--- src/rtl/trap_arbiter.sv ---
// Machine-mode trap arbiter: merges the commit-point exception with the standard
// and local interrupts, arbitrates them by fixed priority and produces the CSR trap updates.
module trap_arbiter #(
  parameter int unsigned          PC_LEN    = 32,
  parameter int unsigned          NUM_LOCAL = 16,
  parameter logic [NUM_LOCAL-1:0] EDGE_MASK = '0
) (
  input  logic                    clk,
  input  logic                    rst_sync_n,
  input  logic                    stall_n,
  input  logic                    jump_pending,
  input  logic                    exc_raise,
  input  logic [4:0]              exc_code,
  input  logic [31:0]             exc_tval,
  input  logic [PC_LEN-1:0]       instruction_addr_id_ex,
  input  logic [PC_LEN-1:0]       jump_addr_ex,
  input  logic                    jump_en_ex,
  input  logic                    mstatus_mie,
  input  logic [16+NUM_LOCAL-1:0] mie,
  input  logic                    msip,
  input  logic                    mtip,
  input  logic                    meip,
  input  logic [30:0]             ext_int_code,
  input  logic [NUM_LOCAL-1:0]    local_int,
  input  logic [NUM_LOCAL-1:0]    pend_clr,
  input  logic [29:0]             mtvec_base,
  input  logic [1:0]              mtvec_mode,
  output logic [16+NUM_LOCAL-1:0] mip_out,
  output logic                    int_req,
  output logic                    trap_occurred,
  output logic [31:0]             trap_jump_addr,
  output logic [PC_LEN-1:0]       new_mepc,
  output logic [31:0]             new_mcause,
  output logic [31:0]             new_mtval
);

  typedef enum logic {
    S_IDLE,
    S_ARMED
  } state_t;

  state_t              r_state;
  state_t              w_state_nxt;
  logic [NUM_LOCAL-1:0] r_prev;
  logic [NUM_LOCAL-1:0] r_edge_lat;
  logic [PC_LEN-1:0]    r_last_jump;

  logic [NUM_LOCAL-1:0] w_pending;
  logic [NUM_LOCAL-1:0] w_loc_el;
  logic [NUM_LOCAL-1:0] w_win_loc;
  logic [NUM_LOCAL-1:0] w_edge_set;
  logic [NUM_LOCAL-1:0] w_edge_clr;
  logic [NUM_LOCAL-1:0] w_edge_nxt;
  logic                 w_any;
  logic [30:0]          w_code;
  logic                 w_take;
  logic                 w_int_req;
  logic [29:0]          w_vec_base;
  logic                 w_unused_mie;

  assign w_unused_mie = ^{mie[15:12], mie[10:8], mie[6:4], mie[2:0]};

  assign w_pending = (EDGE_MASK & r_edge_lat) | (~EDGE_MASK & local_int);
  assign w_loc_el  = w_pending & mie[16 +: NUM_LOCAL];

  always_comb begin
    mip_out                  = '0;
    mip_out[3]               = msip;
    mip_out[7]               = mtip;
    mip_out[11]              = meip;
    mip_out[16 +: NUM_LOCAL] = w_pending;
  end

  // Lowest priority is applied first so each later match overrides it.
  always_comb begin
    w_code    = '0;
    w_win_loc = '0;
    w_any     = 1'b0;
    for (int unsigned i = 0; i < NUM_LOCAL; i++) begin
      if (w_loc_el[i]) begin
        w_code       = 31'(16 + i);
        w_win_loc    = '0;
        w_win_loc[i] = 1'b1;
        w_any        = 1'b1;
      end
    end
    if (mtip && mie[7]) begin
      w_code    = 31'd7;
      w_win_loc = '0;
      w_any     = 1'b1;
    end
    if (msip && mie[3]) begin
      w_code    = 31'd3;
      w_win_loc = '0;
      w_any     = 1'b1;
    end
    if (meip && mie[11]) begin
      w_code    = ext_int_code;
      w_win_loc = '0;
      w_any     = 1'b1;
    end
  end

  always_comb begin
    w_state_nxt = r_state;
    w_int_req   = 1'b0;
    w_take      = 1'b0;
    case (r_state)
      S_IDLE: begin
        if (w_any && mstatus_mie && !exc_raise && stall_n && rst_sync_n) begin
          w_int_req   = 1'b1;
          w_state_nxt = S_ARMED;
        end
      end
      S_ARMED: begin
        // The flush is already committed, so mstatus_mie no longer gates the take.
        if (stall_n) begin
          w_state_nxt = S_IDLE;
          w_take      = !exc_raise && w_any && rst_sync_n;
        end
      end
      default: w_state_nxt = S_IDLE;
    endcase
  end

  assign int_req       = w_int_req;
  assign trap_occurred = rst_sync_n & (exc_raise | w_take);

  assign w_edge_set = local_int & ~r_prev & EDGE_MASK;
  assign w_edge_clr = pend_clr | (w_take ? w_win_loc : '0);
  assign w_edge_nxt = w_edge_set | (r_edge_lat & ~w_edge_clr & EDGE_MASK);

  always_ff @(posedge clk) begin
    if (!rst_sync_n) begin
      r_state     <= S_IDLE;
      r_prev      <= '0;
      r_edge_lat  <= '0;
      r_last_jump <= '0;
    end else begin
      r_state    <= w_state_nxt;
      r_prev     <= local_int;
      r_edge_lat <= w_edge_nxt;
      if (stall_n && jump_en_ex) begin
        r_last_jump <= jump_addr_ex;
      end
    end
  end

  assign w_vec_base = mtvec_base + w_code[29:0];

  always_comb begin
    new_mepc = jump_pending ? r_last_jump : instruction_addr_id_ex;
    if (exc_raise) begin
      new_mcause     = {1'b0, 26'b0, exc_code};
      new_mtval      = exc_tval;
      trap_jump_addr = {mtvec_base, 2'b00};
    end else begin
      new_mcause     = {1'b1, w_code};
      new_mtval      = '0;
      trap_jump_addr = (mtvec_mode == 2'b01) ? {w_vec_base, 2'b00} : {mtvec_base, 2'b00};
    end
  end

endmodule

--- config.mk ---
export PLATFORM = sky130hd
export DESIGN_NAME = trap_arbiter
export DESIGN_NICKNAME = d
export VERILOG_FILES = /design/src/rtl/trap_arbiter.sv
export SDC_FILE = /design/constraint.sdc
export NUM_CORES = 1
export LEC_CHECK = 0
export ABC_CLOCK_PERIOD_IN_PS = 7060
export CORE_AREA = 2 2 153 155
export DETAILED_ROUTE_END_ITERATION = 6
export DIE_AREA = 0 0 155 157
export DONT_BUFFER_PORTS = 1
export SKIP_LAST_GASP = 1
export SLEW_MARGIN = 20
export SYNTH_ARGS = -nofsm -noshare
export SYNTH_HDL_FRONTEND = slang
export SYNTH_SLANG_ARGS = --single-unit
export TNS_END_PERCENT = 10
--- constraint.sdc ---
create_clock -name clk -period 7.06 [get_ports clk]
set_input_delay 1.765 -clock clk [delete_from_list [all_inputs] [get_ports clk]]
set_output_delay 1.765 -clock clk [all_outputs]
set_load 0.01 [all_outputs]
After elaboration in Yosys (flattened, before gate mapping)
Index checks and enable logic that the tools add are counted.

cells by class
  mux-type cells = 49
  equal/unequal tests = 1
  div/mod/pow operators = 0
  $lt $le $gt $ge = 0
  bitwise gates (word level) = 4
  add/subtract/negate cells = 1
  shift-type cells = 0
  reductions and logical operators = 11
  $mul = 0

operators with widths
  operator              count
  $mux W31              17
  $mux W32              5
  $add A30 B30 Y30      1
  $mux W1               24
  $and A16 B16 Y16      1
  $logic_and A1 B1 Y1   10
  $mux W5               2
  $eq A2 B1 Y1 const B  1
  $pmux W1 S2           1
  $and A1 B1 Y1         1
  $logic_not A1 Y1      1
  $not A1 Y1            1
  $or A1 B1 Y1          1

word-level totals
  ROM bits = 0
  bits in registers = 33
  output and inout port bits = 162
  bits of input ports = 238
  logic and storage cells = 68
  RAM bits = 0
  memories kept = 0
  latch bits = 0

Depth between registers and ports, before layout
  depth in word-level cells = 26
  depth in mapped cells = 20

Worst setup path before layout
No wires, ideal clock.

  kind = input-to-output
  start point = input local_int[2]
  end point = output trap_jump_addr[20]
  arrival time = 4.796 ns
  data required time = 5.295 ns
  path slack = 0.499 ns
  stages = 20
  cell sequence = nand2_1 > a32o_1 > a22o_1 > a22o_1 > a22oi_1 > a21oi_1 > o21ai_0 > a31oi_1 > ha_1 > inv_1 > fa_1 > nand2b_2 > a21oi_2 > o21ai_2 > a31oi_1 > o21ai_2 > a21boi_1 > o41a_1 > or3_1 > a31o_1

between the ends
  word-level cells in the longest chain between the ends = 21

ends and longest elaborated chain
  element                 RTL line  text
  from (decl)             24        input logic [NUM_LOCAL-1:0] local_int,
  $and A16 B16 Y16        64        assign w_loc_el = w_pending & mie[16 +: NUM_LOCAL];
  $mux W31 (14 in a row)  80        if (w_loc_el[i]) begin
  $mux W31                87        if (mtip && mie[7]) begin
  $mux W31                92        if (msip && mie[3]) begin
  $mux W31                97        if (meip && mie[11]) begin
  $add A30 B30 Y30        149       assign w_vec_base = mtvec_base + w_code[29:0];
  $mux W32                160       trap_jump_addr = (mtvec_mode == 2'b01) ? {w_vec_base, 2'b00} : {mtvec_base, 2'b00};
  $mux W32                153       if (exc_raise) begin
  to (decl)               31        output logic [31:0] trap_jump_addr,

No other way between the ends.

Worst setup path after layout
Ends and elaborated chain as after synthesis.

==> metrics.cfg <==
[run_status]
status = complete, no violations

[final_layout]
layout-drive-gt1-share = 0.129
fin_cells = 907
final-seq-area_sq_um = 661
fillers = 2519
n_antenna_cell = 0
syn_to_final_growth_pct = 7.77
final_nets = 889
multi_input_area_sq_um = 3610

[grt]
use_met2 = 0.199
grt.met3_usage = 0.0190
antenna_found_initial = 1
gr-total-overflow = 0
grt_pass1_vias = 3990
top_usage_layer = met2
grtUsageTotal = 0.121
grt_pass1_wl_mm = 22.9
grt_util_met1 = 0.166
grt_start_max_net_pins = 55

[sta]
setup_ws_ps = 135
period_needed_ps = 6920
hold_viol = 0
slew_viol_final = 0
setup_violations = 0
max_freq_mhz = 144
fin_skew_ps = 0
slew_headroom = 0.304
worst_pin_slew_ps = 1040
timing.final.crit_share = 0.981

[placement]
post-place-ws_ps = 34.3
place_inst = 896
finalWeightedCongestion = 0.825
post-dp-hpwl_mm = 14.1
io_buffers = 0

[clock_tree]
cts.clk_slew.worst_paths_ps = 60
cts.htree.levels = 2
cts_buffer_depth = 2
tritoncts = built
cts_hold_buf = 0
clock_latency_ps = 270
cts_root_buf = clkbuf_16
cts_buffers = 5
cts.sinks = 33

[worst_setup_path]
critPathKind = in -> out
end_kind = primary output
worst_r2r_path_depth = 2
r2r-end = r_state
start_kind = input port
crit_end = trap_jump_addr[20]
rr_startpoint = r_state
required_ps = 5300
critPathMaxFanout = 3
cp-startpoint = local_int[2]
arrival_ps = 5160
r2r_slack_ps = 6240

[logic_synthesis]
synth_cell_types = 61
syn_area_sq_um = 4610
ys_warn_count = 0
synthesis.instances = 658
synth_most_common_cell = nand2_1
ys.flop_type = dfxtp_1
synth_top_area_cell = dfxtp_1
synth.top_cell.area_share = 0.143
avgSynthCellArea_sq_um = 7.00
ys_async_sr_fraction = 0
synth_edf_count = 0
synth_top_cells_by_area = dfxtp_1, nand2_1, mux2_2
synth-seq-cells = 33
synthTopCellsByCount = nand2_1, and2_1, mux2_2, buf_4, dfxtp_1
synth_seq_area_share = 0.143

[die]
design.portCount = 400
die_area_sq_um = 24300
rows = 55
core_area_sq_um = 22500
initial_core_util = 0.205
die_h_microns = 157
die_w_microns = 155

[drt]
drc = 0
first_pass_iters = 4
wl_per_cell_microns = 18.4
initialDrtViolationCount = 247
vias = 4388
ant_nets = 0
wirelength_mm = 16.7
via_per_inst = 4.84

[pwr]
p_total_uw = 733
power.switching_uw = 235
power.share.clock = 0.380
p_sw_frac = 0.321
max-vdd-ir-drop_mv = 0.0868
power_frac_comb = 0.348
p_seq_frac = 0.272
p_int_uw = 498
leakagePower_nw = 2.10
power_density_nw_per_um2 = 148

[worst_hold_path]
hp-start = r_last_jump[26]
min_path_type = reg -> reg

[run]
maxCapViolCount = 0

## per-stage QoR
stage / setup TNS [ps] / utilization / hold slack [ps] / area [sq um]
floorplan: 0 / - / 440 / 4660
global placement: 0 / 0.209 / 448 / 4690
detailed placement: 0 / 0.209 / 453 / 4690
CTS: 0 / 0.217 / 460 / 4880
global route: -5.14 / 0.221 / 470 / 4960
finish: 0 / 0.221 / 459 / 4960
## power by group through the flow
stage | clock [mW] | sequential [mW] | combinational (mW)
after floorplan | 0 | 0.201 | 0.224
after global placement | 0 | 0.203 | 0.247
after detailed placement | 0 | 0.203 | 0.248
after CTS | 0.286 | 0.199 | 0.250
after global routing | 0.291 | 0.200 | 0.282
final | 0.279 | 0.199 | 0.255
## layout make-up
class,count,area share
multi-input combinational,555,0.728
tap,285,0.0718
timing repair buffer,12,0.0181
clock buffer,5,0.0252
clock inverter,3,0.0131
sequential,33,0.133
inverter,14,0.0106
## layer usage
metal,wire [microns],part of all wire
met3,898,0.054
met5,13,0.00078
met2,8030,0.48
met4,310,0.019
met1,7430,0.45
## worst min path at each step
| stage | to | slack (ps) | cells past startpoint |
|---|---|---|---|
| global placement | r_last_jump[2] | 450 | 2 |
| CTS | r_last_jump[26] | 460 | 2 |
| floorplan | r_last_jump[27] | 440 | 2 |
| detailed placement | r_last_jump[26] | 450 | 2 |
| global route | r_last_jump[26] | 470 | 2 |
| finish | r_last_jump[26] | 460 | 2 |
## sequential cells by signal (all words and copies together), names as in the netlist
| register | count |
|---|---|
| r_last_jump | 32 |
| r_state | 1 |
## placed cells by master (no fill, tap or decap), drive strengths merged, types with 4 or more instances in the layout
cell type	Yosys	layout
a31oi	7	7
inv	14	14
nor3	7	7
a21o	9	9
a21oi	35	35
buf	39	12
mux2	37	37
nor2	18	18
o21ai	39	39
a22oi	5	5
and2	63	63
nand4	4	4
xnor2	10	10
o21bai	4	4
nand3	14	14
conb	1	15
dfxtp	33	33
and3	28	28
xor2	11	11
a21boi	34	34
a211oi	4	4
nand2b	5	5
clkbuf	31	5
nand2	139	139
ha	29	29
## what timing repair did
action,4_1_cts,5_1_grt
hold endpoints to repair,0,0
gates resized for setup,0,12
setup endpoints to repair,0,7
buffers inserted,0,3
## cells by family (layout without fill, tap and decap cells)
kind of cell,Yosys count,in the layout,share of synthesized area
buffers and inverters,84,34,0.0967
adders and majority gates,30,30,0.0831
and+or+nand+nor,290,290,0.307
other,1,15,0.000814
AOI/OAI and AO/OA,160,160,0.234
xor gates and xnor gates,21,21,0.0399
muxes,39,39,0.0948
DFF,33,33,0.143
## worst max-delay path: stages
cell,delay [ps]
nand2_1,40
a32o_1,220
a22o_1,170
a22o_1,180
a22oi_2,160
a21oi_2,50
o21ai_1,170
a31oi_2,150
ha_2,240
inv_2,60
fa_2,210
nand2b_4,140
a21oi_4,70
o21ai_4,170
a31oi_4,110
o21ai_2,170
a21boi_1,90
o41a_1,400
or3_1,350
a31o_1,270
Power figures use the tool's default switching activity.
